**config.mk**
```make
export PLATFORM = sky130hd
export DESIGN_NAME = serial_adder_ctrl
export DESIGN_NICKNAME = d
export VERILOG_FILES = /design/src/rtl/serial_adder_pkg.sv /design/src/rtl/serial_adder_ctrl_fa_bit_cell.sv /design/src/rtl/serial_adder_ctrl.sv
export SDC_FILE = /design/constraint.sdc
export NUM_CORES = 1
export LEC_CHECK = 0
export ABC_AREA = 1
export CELL_PAD_IN_SITES_DETAIL_PLACEMENT = 1
export CELL_PAD_IN_SITES_GLOBAL_PLACEMENT = 1
export CORE_MARGIN = 2
export CORE_UTILIZATION = 39
export CTS_CLUSTER_DIAMETER = 200
export DETAILED_ROUTE_END_ITERATION = 8
export PLACE_DENSITY = 0.75
export SLEW_MARGIN = 20
export SYNTH_ARGS = -nofsm -noshare
export SYNTH_HDL_FRONTEND = slang
export SYNTH_SLANG_ARGS = --single-unit
```
**constraint.sdc**
```tcl
create_clock -name clk -period 1.4 [get_ports clk]
set_input_delay 0.28 -clock clk [delete_from_list [all_inputs] [get_ports clk]]
set_output_delay 0.28 -clock clk [all_outputs]
set_load 0.03 [all_outputs]
```
**src/rtl/serial_adder_pkg.sv**
```systemverilog
// Shared state encoding and sizing helper for the bit-serial adder.
package serial_adder_pkg;

  typedef enum logic [1:0] {
    ST_IDLE  = 2'd0,
    ST_SHIFT = 2'd1,
    ST_DONE  = 2'd2
  } state_t;

  // Ceiling log2; used to size the bit counter as clog2(WIDTH+1).
  function automatic int clog2(input int value);
    int r;
    r = 0;
    while ((1 << r) < value) r++;
    return r;
  endfunction

endpackage

```
**src/rtl/serial_adder_ctrl_fa_bit_cell.sv**
```systemverilog
// One-bit full-adder cell driven by the serial adder controller.
module fa_bit_cell (
  input  logic a,
  input  logic b,
  input  logic cin,
  output logic s,
  output logic co
);

  assign s  = a ^ b ^ cin;
  assign co = (a & b) | (cin & (a ^ b));

endmodule

```
**src/rtl/serial_adder_ctrl.sv**
```systemverilog
// Bit-serial WIDTH-bit adder controller around a single fa_bit_cell, LSB first.
// Define SERIAL_ADDER_OVF_EN to add the registered signed-overflow output ovf.
module serial_adder_ctrl
  import serial_adder_pkg::*;
#(
  parameter int WIDTH = 8
) (
  input  logic             clk,
  input  logic             rst_n,
  input  logic             start,
  input  logic [WIDTH-1:0] a,
  input  logic [WIDTH-1:0] b,
  input  logic             cin,
  output logic             busy,
  output logic             done,
  output logic [WIDTH-1:0] sum,
  output logic             cout
`ifdef SERIAL_ADDER_OVF_EN
  ,
  output logic             ovf
`endif
);

  localparam int CW = clog2(WIDTH + 1);

  state_t           state_q;
  logic             busy_q;
  logic             done_q;
  logic [WIDTH-1:0] sum_q;
  logic             cout_q;
  logic [WIDTH-1:0] a_sr_q;
  logic [WIDTH-1:0] b_sr_q;
  logic [WIDTH-1:0] sum_sr_q;
  logic [WIDTH-1:0] sum_sr_d;
  logic             carry_q;
  logic [CW-1:0]    count_q;
  logic             s_bit;
  logic             co_bit;
  logic             last_shift;
  logic [WIDTH:0]   sum_shift;
  logic             unused_sum_lsb;

  fa_bit_cell u_cell (
    .a  (a_sr_q[0]),
    .b  (b_sr_q[0]),
    .cin(carry_q),
    .s  (s_bit),
    .co (co_bit)
  );

  // New sum bit enters at the MSB; the oldest LSB position falls off the bottom.
  assign sum_shift      = {s_bit, sum_sr_q};
  assign sum_sr_d       = sum_shift[WIDTH:1];
  assign unused_sum_lsb = sum_shift[0];
  assign last_shift     = (count_q == CW'(WIDTH - 1));

`ifdef SERIAL_ADDER_OVF_EN
  logic ovf_q;
  assign ovf = ovf_q;
`endif

  always_ff @(posedge clk or negedge rst_n) begin
    if (!rst_n) begin
      state_q  <= ST_IDLE;
      busy_q   <= 1'b0;
      done_q   <= 1'b0;
      sum_q    <= '0;
      cout_q   <= 1'b0;
      a_sr_q   <= '0;
      b_sr_q   <= '0;
      sum_sr_q <= '0;
      carry_q  <= 1'b0;
      count_q  <= '0;
`ifdef SERIAL_ADDER_OVF_EN
      ovf_q    <= 1'b0;
`endif
    end else begin
      done_q <= 1'b0;
      case (state_q)
        ST_IDLE: begin
          if (start) begin
            a_sr_q   <= a;
            b_sr_q   <= b;
            carry_q  <= cin;
            count_q  <= '0;
            sum_sr_q <= '0;
            busy_q   <= 1'b1;
            state_q  <= ST_SHIFT;
          end
        end
        ST_SHIFT: begin
          sum_sr_q <= sum_sr_d;
          a_sr_q   <= a_sr_q >> 1;
          b_sr_q   <= b_sr_q >> 1;
          carry_q  <= co_bit;
          count_q  <= count_q + 1'b1;
          if (last_shift) begin
            sum_q   <= sum_sr_d;
            cout_q  <= co_bit;
`ifdef SERIAL_ADDER_OVF_EN
            // carry_q is the carry into the MSB during the final bit.
            ovf_q   <= carry_q ^ co_bit;
`endif
            busy_q  <= 1'b0;
            done_q  <= 1'b1;
            state_q <= ST_DONE;
          end
        end
        ST_DONE: begin
          state_q <= ST_IDLE;
        end
        default: begin
          state_q <= ST_IDLE;
          busy_q  <= 1'b0;
        end
      endcase
    end
  end

  assign busy = busy_q;
  assign done = done_q;
  assign sum  = sum_q;
  assign cout = cout_q;

endmodule
```
# [After elaboration in Yosys (flattened, before gate mapping)]
# Cells that the tools add are included.
[op_classes] add_sub_neg=1 n_eq_ne=5 muxes=18 n_bitwise=6 reduce_logical=6
[ops] operator="8-bit case mux with 2 select lines" count=3
[ops] operator="8-bit two-way mux" count=3
[ops] operator="4-bit case mux with 2 select lines" count=1
[ops] operator="2-bit AND reduction" count=3
[ops] operator="1-bit two-way mux" count=5
[ops] operator="4-bit by 1-bit adder with 4-bit output (second input constant)" count=1
[ops] operator="4-bit by 3-bit equality test with 1-bit output (second input constant)" count=1
[ops] operator="2-bit two-way mux" count=2
[ops] operator="4-bit two-way mux" count=1
[ops] operator="2-bit inequality test (second input constant)" count=2
[ops] operator="2-bit case mux with 2 select lines" count=1
[ops] operator="1-bit case mux with 3 select lines" count=1
[ops] operator="3-bit AND reduction" count=1
[ops] operator="1-bit bitwise AND" count=2
[ops] operator="2-bit by 1-bit equality test with 1-bit output (second input constant)" count=1
[ops] operator="2-bit equality test (second input constant)" count=1
[ops] operator="2-bit logical NOT" count=1
[ops] operator="1-bit case mux with 2 select lines" count=1
[ops] operator="2-bit nonzero test" count=1
[ops] operator="1-bit bitwise XOR" count=2
[ops] operator="1-bit NOT" count=1
[ops] operator="1-bit OR" count=1
[totals] register_bits=42 in_bits=20 out_inout_bits=11 wordCells=46

# [Longest topological paths before layout]
[logic_depth] word_depth=4 depth_mapped=6

# [Modules after synthesis]
# From an unflattened synthesis, not the netlist that was laid out.
[unflattened] cells_unflattened=201 hier_area_um2=1771.7
[by_module_without_submodules] mod="serial_adder_ctrl" instances=1 cells_each=200 area_per_inst_um2=1751.7 seq_area_each_um2=1026.0
[by_module_without_submodules] mod="fa_bit_cell" instances=1 cells_each=1 area_per_inst_um2=20.0 seq_area_each_um2=0.0

# [Least setup slack after synthesis]
# OpenSTA, ideal clock, no wires.
[synth_path] kind="register -> register" startpoint="register carry_q" endpoint="register sum_sr_q[7]" arrival_ps=989 t_required_ps=1274 slack_ps=285 path_stages_with_launch=4 path_buffers=0 cell_sequence="dfrtp_1 -> fa_1 -> nand2_1 -> o21ai_0"
[synth_via] elab_chain_cells=2
[synth_lines] item="from (decl)" line_no="serial_adder_ctrl.sv:35" text="logic carry_q;"
[synth_lines] item="from (signal assigned)" line_no="serial_adder_ctrl.sv:84" text="carry_q <= cin;"
[synth_lines] item="from (signal assigned)" line_no="serial_adder_ctrl.sv:95" text="carry_q <= co_bit;"
[synth_lines] item="1-bit bitwise XOR" line_no="serial_adder_ctrl_fa_bit_cell.sv:10" text="assign s = a ^ b ^ cin;"
[synth_lines] item="via s_bit" line_no="serial_adder_ctrl.sv:37" text="logic s_bit;"
[synth_lines] item="8-bit case mux with 2 select lines" line_no="serial_adder_ctrl.sv:79" text="case (state_q)"
[synth_lines] item="to (signal assigned)" line_no="serial_adder_ctrl.sv:92" text="sum_sr_q <= sum_sr_d;"
[synth_lines] item="to (decl)" line_no="serial_adder_ctrl.sv:33" text="logic [WIDTH-1:0] sum_sr_q;"
# The timed path passes the listed nets, and every way through them passes these cells.
# A chain may end at the register's enable or synchronous reset.

# [Worst setup path in the final report]
[layout_path] startpoint="register sum_q[2], in the netlist sum[2]" endpoint="output port sum[2]"
[layout_lines] item="from (decl)" line_no="serial_adder_ctrl.sv:29" text="logic [WIDTH-1:0] sum_q;"
[layout_lines] item="from (signal assigned)" line_no="serial_adder_ctrl.sv:98" text="sum_q <= sum_sr_d;"
[layout_lines] item="to (decl)" line_no="serial_adder_ctrl.sv:16" text="output logic [WIDTH-1:0] sum,"
# No word-level cell between the ends.

==> impl_metrics.toml <==
[status]
outcome = "finished, final reports clean"

[clock_tree]
cts_max_level = 2
post-cts-setup-buffers = 0
cts_buffers = 5
root_buffer = "clkbuf_8"
path_clk_slew_ps = 80
cts_tree = "yes"
clk_latency_ps = 290
cts.sinks = 41
cts_buffer_depth = 2

[synth]
ys_async_sr_fraction_pct = 100.0
syn_area_um2 = 1795
syn_inst = 201
synth_most_common_cell = "nand2_1"
synth_cell_type_count = 18
ys_top_cells_by_area = "dfrtp_1 57%, nand2_1 18%, nand3_1 12%"
synth-edff-count = 0
synth_area_per_cell_um2 = 8.933
ys_warn_count = 0
synth_flop_cell = "dfrtp_1"
netlist.area_leader.share_pct = 57.14
synthesis.nets = 223
synth_commonest_cells = "84 x nand2_1, 43 x nand3_1, 41 x dfrtp_1"
ys_ff_latch = 41
yosysSeqAreaShare_pct = 57.14
yosys.area.top_type = "dfrtp_1"

[setup_path]
cp.required_ps = 1120
crit_family = "buffers and inverters"
end_kind = "output pin"
path_cells = "dlygate4sd2_1"
crit_buf_inv = 1
slowest_stage = "dlygate4sd2_1"
critPathLaunchType = "flop"
cp_max_fo = 2
cp.arrival_ps = 1060
critical_path.max_stage_delay_ps = 410
critPathKind = "flop to output pin"

[route]
viasPerCell = 5.241
vias = 1520
wl_um = 4512
dr.pass1.iters = 4
ant_nets = 0
wire_per_inst_um = 15.56
drc = 0
drt-initial-drc-count = 59

[power_and_ir_drop]
peakVddDrop_mv = 0.6541
switching_power_mw = 2.023
p_sw_share_pct = 40.88
clockPowerShare_pct = 18.5
power_leakage_nw = 1.155
seqPwrFrac_pct = 41.2
power_density_nw_per_um2 = 2161
internal_power_mw = 2.925
comb_power_share_pct = 40.3

[timing]
max_slew.worst_pin.slew_ps = 434.1
hold_viol = 0
rsz0062_at_grt = "false"
period_share_pct = 96.04
fin_crit_ps = 1345
whs_ps = 449.7
slew_violations = 0
finalSetupViolCount = 0
slew_headroom_pct = 71.06
fmax_ghz = 0.7438
skew_ps = 6.373

[global_routing]
grt_util_all_layers_pct = 19.04
antenna_found_initial = 0
grt.overflow.total = 0
grt_max_degree = 28
grt_pass1_vias = 1654
grt_pass1_wl_um = 7610

[floorplanning]
design.die.area_um2 = 5162
die_y_um = 71.85
row_count = 24
die_x_um = 71.85
design.core.area_um2 = 4384
ios = 31
initial_core_util_pct = 40.95

[finish]
n_antenna_cell = 0
drive_gt1_share_pct = 11.76
nets = 260
fill_cells = 511
finalCoreUtilization_pct = 52.23
area_growth_pct = 27.53
final_cell_area_um2 = 2290

[placement]
dp_hpwl_um = 3087
io_buffers = 30
placed_cell_area_um2 = 2158
gp_routability_congestion = 0.7383

[job]
drv_cap = 0

[min_path]
min_path_type = "input port to asynchronous set/reset pin"
[state kept, by name (all words and copies together), names as in the netlist]
| signal | count |
|---|---|
| a_sr_q | 8 |
| b_sr_q | 8 |
| sum | 8 |
| sum_sr_q | 7 |
| count_q | 4 |
| state_q | 2 |
| busy | 1 |
| carry_q | 1 |
| cout | 1 |
| done | 1 |
[kinds of logic (layout without fill, tap and decap cells)]
logic type      Yosys count  after routing  synth area share [%]
simple gates            139            141                 34.42
flops                    41             41                 57.14
buf+inv                  15             50                 5.504
compound gates            4              4                 1.114
fa+ha+maj                 2              2                 1.812
[layout by cell type, fill, tap and decap left out, types with 2 or more instances in the layout]
| cell | count |
|---|---|
| nand3_1 | 42 |
| dlygate4sd2_1 | 11 |
| nor2_1 | 3 |
| buf_4 | 2 |
| nand3_2 | 3 |
| o21ai_0 | 3 |
| inv_2 | 3 |
| nand2_1 | 85 |
| dfrtp_1 | 40 |
| inv_1 | 4 |
| clkbuf_8 | 5 |
| nand2_2 | 2 |
| buf_12 | 3 |
| clkdlybuf4s50_1 | 18 |
| nor2_4 | 4 |
[metrics by stage]
step	TNS [ps]	worst slack [ps]	power (mW)	std cells
2_1_floorplan	0	285.4	3.382	201
5_1_grt	0	0.6398	5.343	290
6_report	0	55.50	4.948	290
3_5_place_dp	-19.53	-11.66	4.115	280
3_3_place_gp	0	34.83	3.953	280
4_1_cts	0	14.61	4.952	288
[timing repair]
action                                  CTS  global route
endpoints found under the setup margin   11            10
pin swaps                                 0             1
resized for setup                        11             6
hold buffers                              1             0
hold endpoints to repair                 17             0
cloned                                    0             2
[worst paths after layout]
| check | to | cells past startpoint | start | slack, ps |
|---|---|---|---|---|
| worst min-delay path | sum_sr_q[6] | 2 | rst_n | 450 |
| worst min register to register | sum[5] | 2 | sum[5] | 480 |
| max in group asynchronous | count_q[0] | 3 | rst_n | 460 |
| min in group clk | sum[5] | 2 | sum[5] | 480 |
| worst max register to register | sum[0] | 6 | count_q[0] | 120 |
| worst max-delay path | sum[2] | 1 | sum[2] | 60 |
[final cells by class]
type	count	area, um^2	share of cell area (%)
timing repair buffer	36	366.6	16.01
clock inverter	2	35.03	1.530
multi-input combinational	147	700.7	30.60
inverter	7	26.28	1.148
clock buffer	5	68.82	3.005
tap	52	65.06	2.842
sequential	41	1027	44.86
[power groups by stage]
stage,clock (mW),combinational (mW),sequential (mW)
floorplan,0,1.14,2.24
global placement,0,1.95,2.00
detailed placement,0,2.07,2.05
CTS,0.939,1.99,2.02
global route,0.987,2.24,2.12
finish,0.918,1.99,2.04
[metal layers]
layer,vias to the layer above,GRT usage (%),wire [um]
met2,32,34.36,2345
li1,719,-,-
met5,-,0,0
met1,763,22.21,1939
met3,6,4.219,160
met4,0,6.499,65
Note: power is estimated with default switching activity, not from simulation.
